File: src/rtl/mem_port_arbiter_pkg.sv
// Shared types for the unified memory-port arbiter: FSM state encoding and the
// default byte-enable pattern used for fetches and loads.
package riscv_arb_pkg;

  typedef enum logic [1:0] {
    ARB_IDLE  = 2'd0,
    ARB_FETCH = 2'd1,
    ARB_DATA  = 2'd2
  } arb_state_e;

  // Wide enough for any realistic DATA_W; users slice off the low DATA_W/8 bits.
  localparam int unsigned ARB_BE_MAX_W = 16;
  localparam logic [ARB_BE_MAX_W-1:0] ARB_BE_DEFAULT = '1;

endpackage

File: src/rtl/mem_port_arbiter_if.sv
// Bundles the fetch, load/store and memory-bus handshakes of the arbiter.
// master = arbiter view, slave = requesters plus memory view.
interface mem_port_arbiter_if #(
  parameter int ADDR_W = 32,
  parameter int DATA_W = 32
);
  logic                  if_req;
  logic [ADDR_W-1:0]     if_addr;
  logic                  if_flush;
  logic                  if_ack;
  logic [DATA_W-1:0]     if_rdata;

  logic                  mem_req;
  logic                  mem_we;
  logic [DATA_W/8-1:0]   mem_be;
  logic [ADDR_W-1:0]     mem_addr;
  logic [DATA_W-1:0]     mem_wdata;
  logic                  mem_ack;
  logic [DATA_W-1:0]     mem_rdata;

  logic                  bus_req;
  logic                  bus_we;
  logic [DATA_W/8-1:0]   bus_be;
  logic [ADDR_W-1:0]     bus_addr;
  logic [DATA_W-1:0]     bus_wdata;
  logic [DATA_W-1:0]     bus_rdata;
  logic                  bus_ready;

  modport master (
    input  if_req, if_addr, if_flush,
    output if_ack, if_rdata,
    input  mem_req, mem_we, mem_be, mem_addr, mem_wdata,
    output mem_ack, mem_rdata,
    output bus_req, bus_we, bus_be, bus_addr, bus_wdata,
    input  bus_rdata, bus_ready
  );

  modport slave (
    output if_req, if_addr, if_flush,
    input  if_ack, if_rdata,
    output mem_req, mem_we, mem_be, mem_addr, mem_wdata,
    input  mem_ack, mem_rdata,
    input  bus_req, bus_we, bus_be, bus_addr, bus_wdata,
    output bus_rdata, bus_ready
  );
endinterface

File: src/rtl/mem_port_arbiter_starve.sv
// Counts consecutive data grants that bypassed a waiting fetch; saturates at
// LIMIT so a flush-blocked fetch cannot push the count past the compare value.
module arb_starve_counter #(
  parameter int LIMIT = 4
) (
  input  logic clk,
  input  logic rst,
  input  logic inc,
  input  logic clr,
  output logic at_limit
);
  localparam int CNT_W = (LIMIT > 0) ? $clog2(LIMIT + 1) : 1;

  logic [CNT_W-1:0] cnt;

  assign at_limit = (cnt == CNT_W'(LIMIT));

  always_ff @(posedge clk) begin
    if (rst)
      cnt <= '0;
    else if (clr)
      cnt <= '0;
    else if (inc && !at_limit)
      cnt <= cnt + 1'b1;
  end
endmodule

File: src/rtl/mem_port_arbiter.sv
// Arbitrates the unified memory port between instruction fetch and MEM stage.
// Optional fetch anti-starvation guard: define ARB_STARVE_GUARD_EN.
//
//  state     | meaning
//  ----------+-------------------------------------------
//  ST_IDLE   | bus free, grant decision made this cycle
//  ST_FETCH  | bus owned by fetch, waiting for bus_ready
//  ST_DATA   | bus owned by MEM stage, waiting for bus_ready
module mem_port_arbiter
  import riscv_arb_pkg::*;
#(
  parameter int ADDR_W       = 32,
  parameter int DATA_W       = 32,
  parameter int STARVE_LIMIT = 4
) (
  input  logic                clk,
  input  logic                rst,
  mem_port_arbiter_if.master  p
);
  localparam int BE_W = DATA_W / 8;
  localparam logic [BE_W-1:0] BE_ALL = ARB_BE_DEFAULT[BE_W-1:0];

  localparam logic [1:0] ST_IDLE  = ARB_IDLE;
  localparam logic [1:0] ST_FETCH = ARB_FETCH;
  localparam logic [1:0] ST_DATA  = ARB_DATA;

  logic [1:0]        state;
  logic              drop;
  logic              bus_req_q;
  logic              bus_we_q;
  logic [BE_W-1:0]   bus_be_q;
  logic [ADDR_W-1:0] bus_addr_q;
  logic [DATA_W-1:0] bus_wdata_q;

  logic idle;
  logic busy_done;
  logic force_fetch;
  logic grant_data;
  logic grant_fetch;

  assign idle      = (state == ST_IDLE);
  assign busy_done = !idle && p.bus_ready;

`ifdef ARB_STARVE_GUARD_EN
  logic starve_hit;

  arb_starve_counter #(.LIMIT(STARVE_LIMIT)) u_starve (
    .clk      (clk),
    .rst      (rst),
    .inc      (grant_data && p.if_req && !p.if_flush),
    .clr      (grant_fetch || (idle && !p.if_req)),
    .at_limit (starve_hit)
  );

  assign force_fetch = starve_hit && p.mem_req && p.if_req && !p.if_flush;
`else
  assign force_fetch = 1'b0;
`endif

  assign grant_data  = idle && p.mem_req && !force_fetch;
  assign grant_fetch = idle && p.if_req && !p.if_flush && (!p.mem_req || force_fetch);

  always_ff @(posedge clk) begin
    if (rst) begin
      state       <= ST_IDLE;
      bus_req_q   <= 1'b0;
      bus_we_q    <= 1'b0;
      bus_be_q    <= '0;
      bus_addr_q  <= '0;
      bus_wdata_q <= '0;
    end else if (grant_data) begin
      state       <= ST_DATA;
      bus_req_q   <= 1'b1;
      bus_we_q    <= p.mem_we;
      bus_be_q    <= p.mem_we ? p.mem_be : BE_ALL;
      bus_addr_q  <= p.mem_addr;
      bus_wdata_q <= p.mem_wdata;
    end else if (grant_fetch) begin
      state       <= ST_FETCH;
      bus_req_q   <= 1'b1;
      bus_we_q    <= 1'b0;
      bus_be_q    <= BE_ALL;
      bus_addr_q  <= p.if_addr;
      bus_wdata_q <= '0;
    end else if (busy_done) begin
      state     <= ST_IDLE;
      bus_req_q <= 1'b0;
    end
  end

  // The bus access always runs to completion; a flush only hides its ack.
  always_ff @(posedge clk) begin
    if (rst)
      drop <= 1'b0;
    else if (busy_done)
      drop <= 1'b0;
    else if ((state == ST_FETCH) && p.if_flush)
      drop <= 1'b1;
  end

  assign p.bus_req   = bus_req_q;
  assign p.bus_we    = bus_we_q;
  assign p.bus_be    = bus_be_q;
  assign p.bus_addr  = bus_addr_q;
  assign p.bus_wdata = bus_wdata_q;

  assign p.if_ack    = (state == ST_FETCH) && p.bus_ready && !drop && !p.if_flush;
  assign p.mem_ack   = (state == ST_DATA) && p.bus_ready;
  assign p.if_rdata  = p.if_ack  ? p.bus_rdata : '0;
  assign p.mem_rdata = p.mem_ack ? p.bus_rdata : '0;
endmodule

File: src/flat_wrapper.sv
// flat-port wrapper written by rule: the top's interface ports become plain ports
module mem_port_arbiter_flat import riscv_arb_pkg::*;
#(
  parameter int ADDR_W       = 32,
  parameter int DATA_W       = 32,
  parameter int STARVE_LIMIT = 4
)
  (clk, rst, p_if_req, p_if_addr, p_if_flush, p_if_ack, p_if_rdata, p_mem_req, p_mem_we, p_mem_be, p_mem_addr, p_mem_wdata, p_mem_ack, p_mem_rdata, p_bus_req, p_bus_we, p_bus_be, p_bus_addr, p_bus_wdata, p_bus_rdata, p_bus_ready);
  mem_port_arbiter_if #(.ADDR_W(ADDR_W), .DATA_W(DATA_W)) p_i ();
  input  logic clk;
  input  logic rst;
  input wire logic [$bits(p_i.if_req)-1:0] p_if_req;
  input wire logic [$bits(p_i.if_addr)-1:0] p_if_addr;
  input wire logic [$bits(p_i.if_flush)-1:0] p_if_flush;
  output wire logic [$bits(p_i.if_ack)-1:0] p_if_ack;
  output wire logic [$bits(p_i.if_rdata)-1:0] p_if_rdata;
  input wire logic [$bits(p_i.mem_req)-1:0] p_mem_req;
  input wire logic [$bits(p_i.mem_we)-1:0] p_mem_we;
  input wire logic [$bits(p_i.mem_be)-1:0] p_mem_be;
  input wire logic [$bits(p_i.mem_addr)-1:0] p_mem_addr;
  input wire logic [$bits(p_i.mem_wdata)-1:0] p_mem_wdata;
  output wire logic [$bits(p_i.mem_ack)-1:0] p_mem_ack;
  output wire logic [$bits(p_i.mem_rdata)-1:0] p_mem_rdata;
  output wire logic [$bits(p_i.bus_req)-1:0] p_bus_req;
  output wire logic [$bits(p_i.bus_we)-1:0] p_bus_we;
  output wire logic [$bits(p_i.bus_be)-1:0] p_bus_be;
  output wire logic [$bits(p_i.bus_addr)-1:0] p_bus_addr;
  output wire logic [$bits(p_i.bus_wdata)-1:0] p_bus_wdata;
  input wire logic [$bits(p_i.bus_rdata)-1:0] p_bus_rdata;
  input wire logic [$bits(p_i.bus_ready)-1:0] p_bus_ready;
  assign p_i.if_req = p_if_req;
  assign p_i.if_addr = p_if_addr;
  assign p_i.if_flush = p_if_flush;
  assign p_if_ack = p_i.if_ack;
  assign p_if_rdata = p_i.if_rdata;
  assign p_i.mem_req = p_mem_req;
  assign p_i.mem_we = p_mem_we;
  assign p_i.mem_be = p_mem_be;
  assign p_i.mem_addr = p_mem_addr;
  assign p_i.mem_wdata = p_mem_wdata;
  assign p_mem_ack = p_i.mem_ack;
  assign p_mem_rdata = p_i.mem_rdata;
  assign p_bus_req = p_i.bus_req;
  assign p_bus_we = p_i.bus_we;
  assign p_bus_be = p_i.bus_be;
  assign p_bus_addr = p_i.bus_addr;
  assign p_bus_wdata = p_i.bus_wdata;
  assign p_i.bus_rdata = p_bus_rdata;
  assign p_i.bus_ready = p_bus_ready;
  mem_port_arbiter #(.ADDR_W(ADDR_W), .DATA_W(DATA_W), .STARVE_LIMIT(STARVE_LIMIT)) u_core (.clk(clk), .rst(rst), .p(p_i));
endmodule
File: config.mk
export PLATFORM = sky130hd
export DESIGN_NAME = mem_port_arbiter_flat
export DESIGN_NICKNAME = d
export VERILOG_FILES = /design/src/rtl/mem_port_arbiter_pkg.sv /design/src/rtl/mem_port_arbiter_if.sv /design/src/rtl/mem_port_arbiter_starve.sv /design/src/rtl/mem_port_arbiter.sv /design/src/flat_wrapper.sv
export SDC_FILE = /design/constraint.sdc
export NUM_CORES = 1
export LEC_CHECK = 0
export BUFFER_PORTS_ARGS = -buffer_cell sky130_fd_sc_hd__buf_2
export CAP_MARGIN = 20
export CORE_AREA = 2 2 108 110
export DETAILED_ROUTE_END_ITERATION = 10
export DIE_AREA = 0 0 110 112
export GPL_ROUTABILITY_DRIVEN = 0
export HOLD_SLACK_MARGIN = 0.08
export PLACE_DENSITY = 0.68
export SETUP_SLACK_MARGIN = 0.4
export SYNTH_ARGS = -nofsm -noshare
export SYNTH_HDL_FRONTEND = slang
export SYNTH_SLANG_ARGS = --single-unit
File: constraint.sdc
create_clock -name clk -period 2 [get_ports clk]
set_input_delay 0.4 -clock clk [delete_from_list [all_inputs] [get_ports clk]]
set_output_delay 0.4 -clock clk [all_outputs]
set_load 0.02 [all_outputs]
==> metrics.txt <==
status complete, no violations; worst-path maximum fanout 33; synth unique cells 31; layout cells sized above 1 0.570; Post-synth EDFFs 0; CTS Buffer Depth 2; initial DRC count 195; drt wl/cell 17.7 µm; clock sinks 73; Post-Syn Area 0.00363 mm²; Overall Power 4.46 mW; Yosys reg bits 73; worst skew pair latency 0.33 ns; pin count of the biggest net entering global routing 36; # DRC 0; Slew @ Worst Pin 0.351 ns; Routed Wire Length 13.9 mm; crit path from u_core.drop$_SDFFE_PP0P_; worst reg2reg startpoint u_core.state[0]$_SDFFE_PP0P_; most frequent cells in the layout buf_2 (240), dfxtp_1 (71), buf_6 (35); Post-DRT Antenna Nets 0; initial core utilization 0.325; Avg Vias per Cell 5.19; FILL cells 1009; type of element capturing the critical path output pin; Rows 39; Total Nets Final 778; Die H 112 µm; worst reg-to-reg path cell count 5; HPWL Detailed 9.36 mm; Final Skew 0.00578 ns; gr ovfl total 0; final number of hold-violating endpoints 0; CTS tree built; Ys Warns 0; Slew Limit Fails 0; Num CTS Buffers 9; critical path class flip-flop to output pin; Post-CTS Hold Fix Bufs 0; initial antenna violation count 2; worst min-delay path class input port to flip-flop; ys async rst share 0; Net Count, Synth 506; CP endpoint p_if_rdata[26]; Critical Path AT 1.47 ns; Critical Path Source Type flip-flop; max-cap viol count 0; min cycle time layout 1.87 ns; RR Endpoint u_core.p.bus_wdata[21]$_SDFFE_PP0P_; Setup violations, final 0; Worst Path Required 1.60 ns; number of global-route vias before repair 4087; Ports 275; clock tree root buffer cell clkbuf_16; Leak 2.94 nW; die width 110 µm; area grow syn2layout 64.3%; Seq/Total Area, Yosys 0.402; Tcrit/Tclk final 0.935; DIE AREA 0.0123 mm²; Main synth FF type dfxtp_1; Mapped Avg Cell Area 9.90 µm²; Max Freq 0.535 GHz; most common cell after layout, fill and taps aside buf_2; TritonRoute pass-1 iters 4; Syn Inst Count 367; PwrDens 747 mW/mm²; port bufs 274; relative slew slack 0.766; DR vias 4091; Total GRT Usage 0.215; flop-to-flop setup slack 0.28 ns; clk slew on worst S/H paths 0.06 ns; Max VDD drop 0.447 mV; htree depth 3; Fin Setup TNS 0 ns; Core ar. 0.0112 mm²; RSZ-0062 raised after global routing true; global-route wire length before repair 20.5 mm
-- registers in the layout, indices dropped and copies added (netlist names) --
name and cells:
u_core.p.bus_req 1, u_core.state 2, u_core.p.bus_we 1, u_core.p.bus_addr 32, u_core.p.bus_wdata 32, u_core.p.bus_be 4
u_core.drop 1
-- power breakdown --
part           switching, mW  internal (mW)
combinational          0.573          0.515
clock                  0.622           1.09
sequential            0.0715           1.58
total                   1.27           3.19
-- Yosys cell counts (2+ instances only) --
| cell | instances | area share |
|---|---|---|
| a21oi_1 | 3 | 0.0041 |
| a22o_1 | 32 | 0.077 |
| and2_1 | 64 | 0.11 |
| buf_2 | 8 | 0.011 |
| buf_6 | 7 | 0.022 |
| clkbuf_1 | 20 | 0.021 |
| dfxtp_1 | 73 | 0.40 |
| nand2b_1 | 33 | 0.057 |
| nand3_1 | 3 | 0.0041 |
| nor2_1 | 5 | 0.0052 |
| nor2b_1 | 2 | 0.0034 |
| o2111a_1 | 32 | 0.099 |
| o221a_2 | 4 | 0.012 |
| o31a_1 | 32 | 0.077 |
| or2b_1 | 2 | 0.0041 |
| or3_1 | 32 | 0.055 |
-- area by class of cell --
type | instances | area (µm²) | area share
flip-flops and latches | 73 | 1460 | 0.245
well taps | 143 | 179 | 0.0300
clock inverters | 7 | 93.8 | 0.0157
inverters | 2 | 7.51 | 0.00126
diodes | 2 | 5.00 | 0.000839
repair buffers | 296 | 1910 | 0.320
clock buffers | 9 | 225 | 0.0377
multi-input cells | 257 | 2090 | 0.349
-- cell families after synthesis --
group	after synthesis	share of synthesized area
and+or+nand+nor	146	0.251
DFF	73	0.402
buffers and inverters	39	0.0609
AOI/OAI and AO/OA	109	0.285
-- worst max-delay path: stages (launching register included) --
cell and delay [ns]:
dfxtp_1 0.32, nor2_1 0.10, and4b_1 0.23, buf_12 0.17, and2_2 0.16, buf_2 0.16
-- how the worst min path moves through the flow --
stage | from | endpoint | slack [ns] | cells past startpoint
finish | p_mem_wdata[6] | u_core.p.bus_wdata[6]$_SDFFE_PP0P_ | 0.29 | 2
CTS | p_mem_wdata[6] | u_core.p.bus_wdata[6]$_SDFFE_PP0P_ | 0.27 | 2
global route | p_mem_wdata[26] | u_core.p.bus_wdata[26]$_SDFFE_PP0P_ | 0.28 | 2
detailed placement | u_core.p.bus_wdata[28]$_SDFFE_PP0P_ | u_core.p.bus_wdata[28]$_SDFFE_PP0P_ | 0.45 | 1
global placement | u_core.p.bus_wdata[23]$_SDFFE_PP0P_ | u_core.p.bus_wdata[23]$_SDFFE_PP0P_ | 0.45 | 1
floorplan | u_core.drop$_SDFFE_PP0P_ | u_core.drop$_SDFFE_PP0P_ | 0.45 | 2
-- metrics by stage --
stage / util / worst slack (ns) / instance area, µm² / hold slack (ns) / cells
final: 0.534 / 0.130 / 5970 / 0.286 / 789
after global routing: 0.534 / 0.0585 / 5970 / 0.283 / 789
after CTS: 0.519 / 0.112 / 5800 / 0.272 / 784
after detailed placement: 0.456 / 0.0304 / 5090 / 0.450 / 757
after global placement: 0.456 / 0.177 / 5090 / 0.453 / 757
after floorplan: - / 0.385 / 3650 / 0.452 / 367
-- routing by layer --
metal,wire [µm],up-vias,track usage
met1,5270,1945,0.230
met4,359,0,0.0962
li1,-,1925,-
met2,7350,197,0.400
met3,951,24,0.0386
met5,0,-,0
-- timing repair --
item | CTS | global route
resized for setup | 78 | 32
gates cloned | 4 | 3
buffers inserted | 7 | 0
hold endpoints to repair | 0 | 0
pin swaps | 4 | 29
endpoints found under the setup margin | 98 | 115
Power figures use the tool's default switching activity.
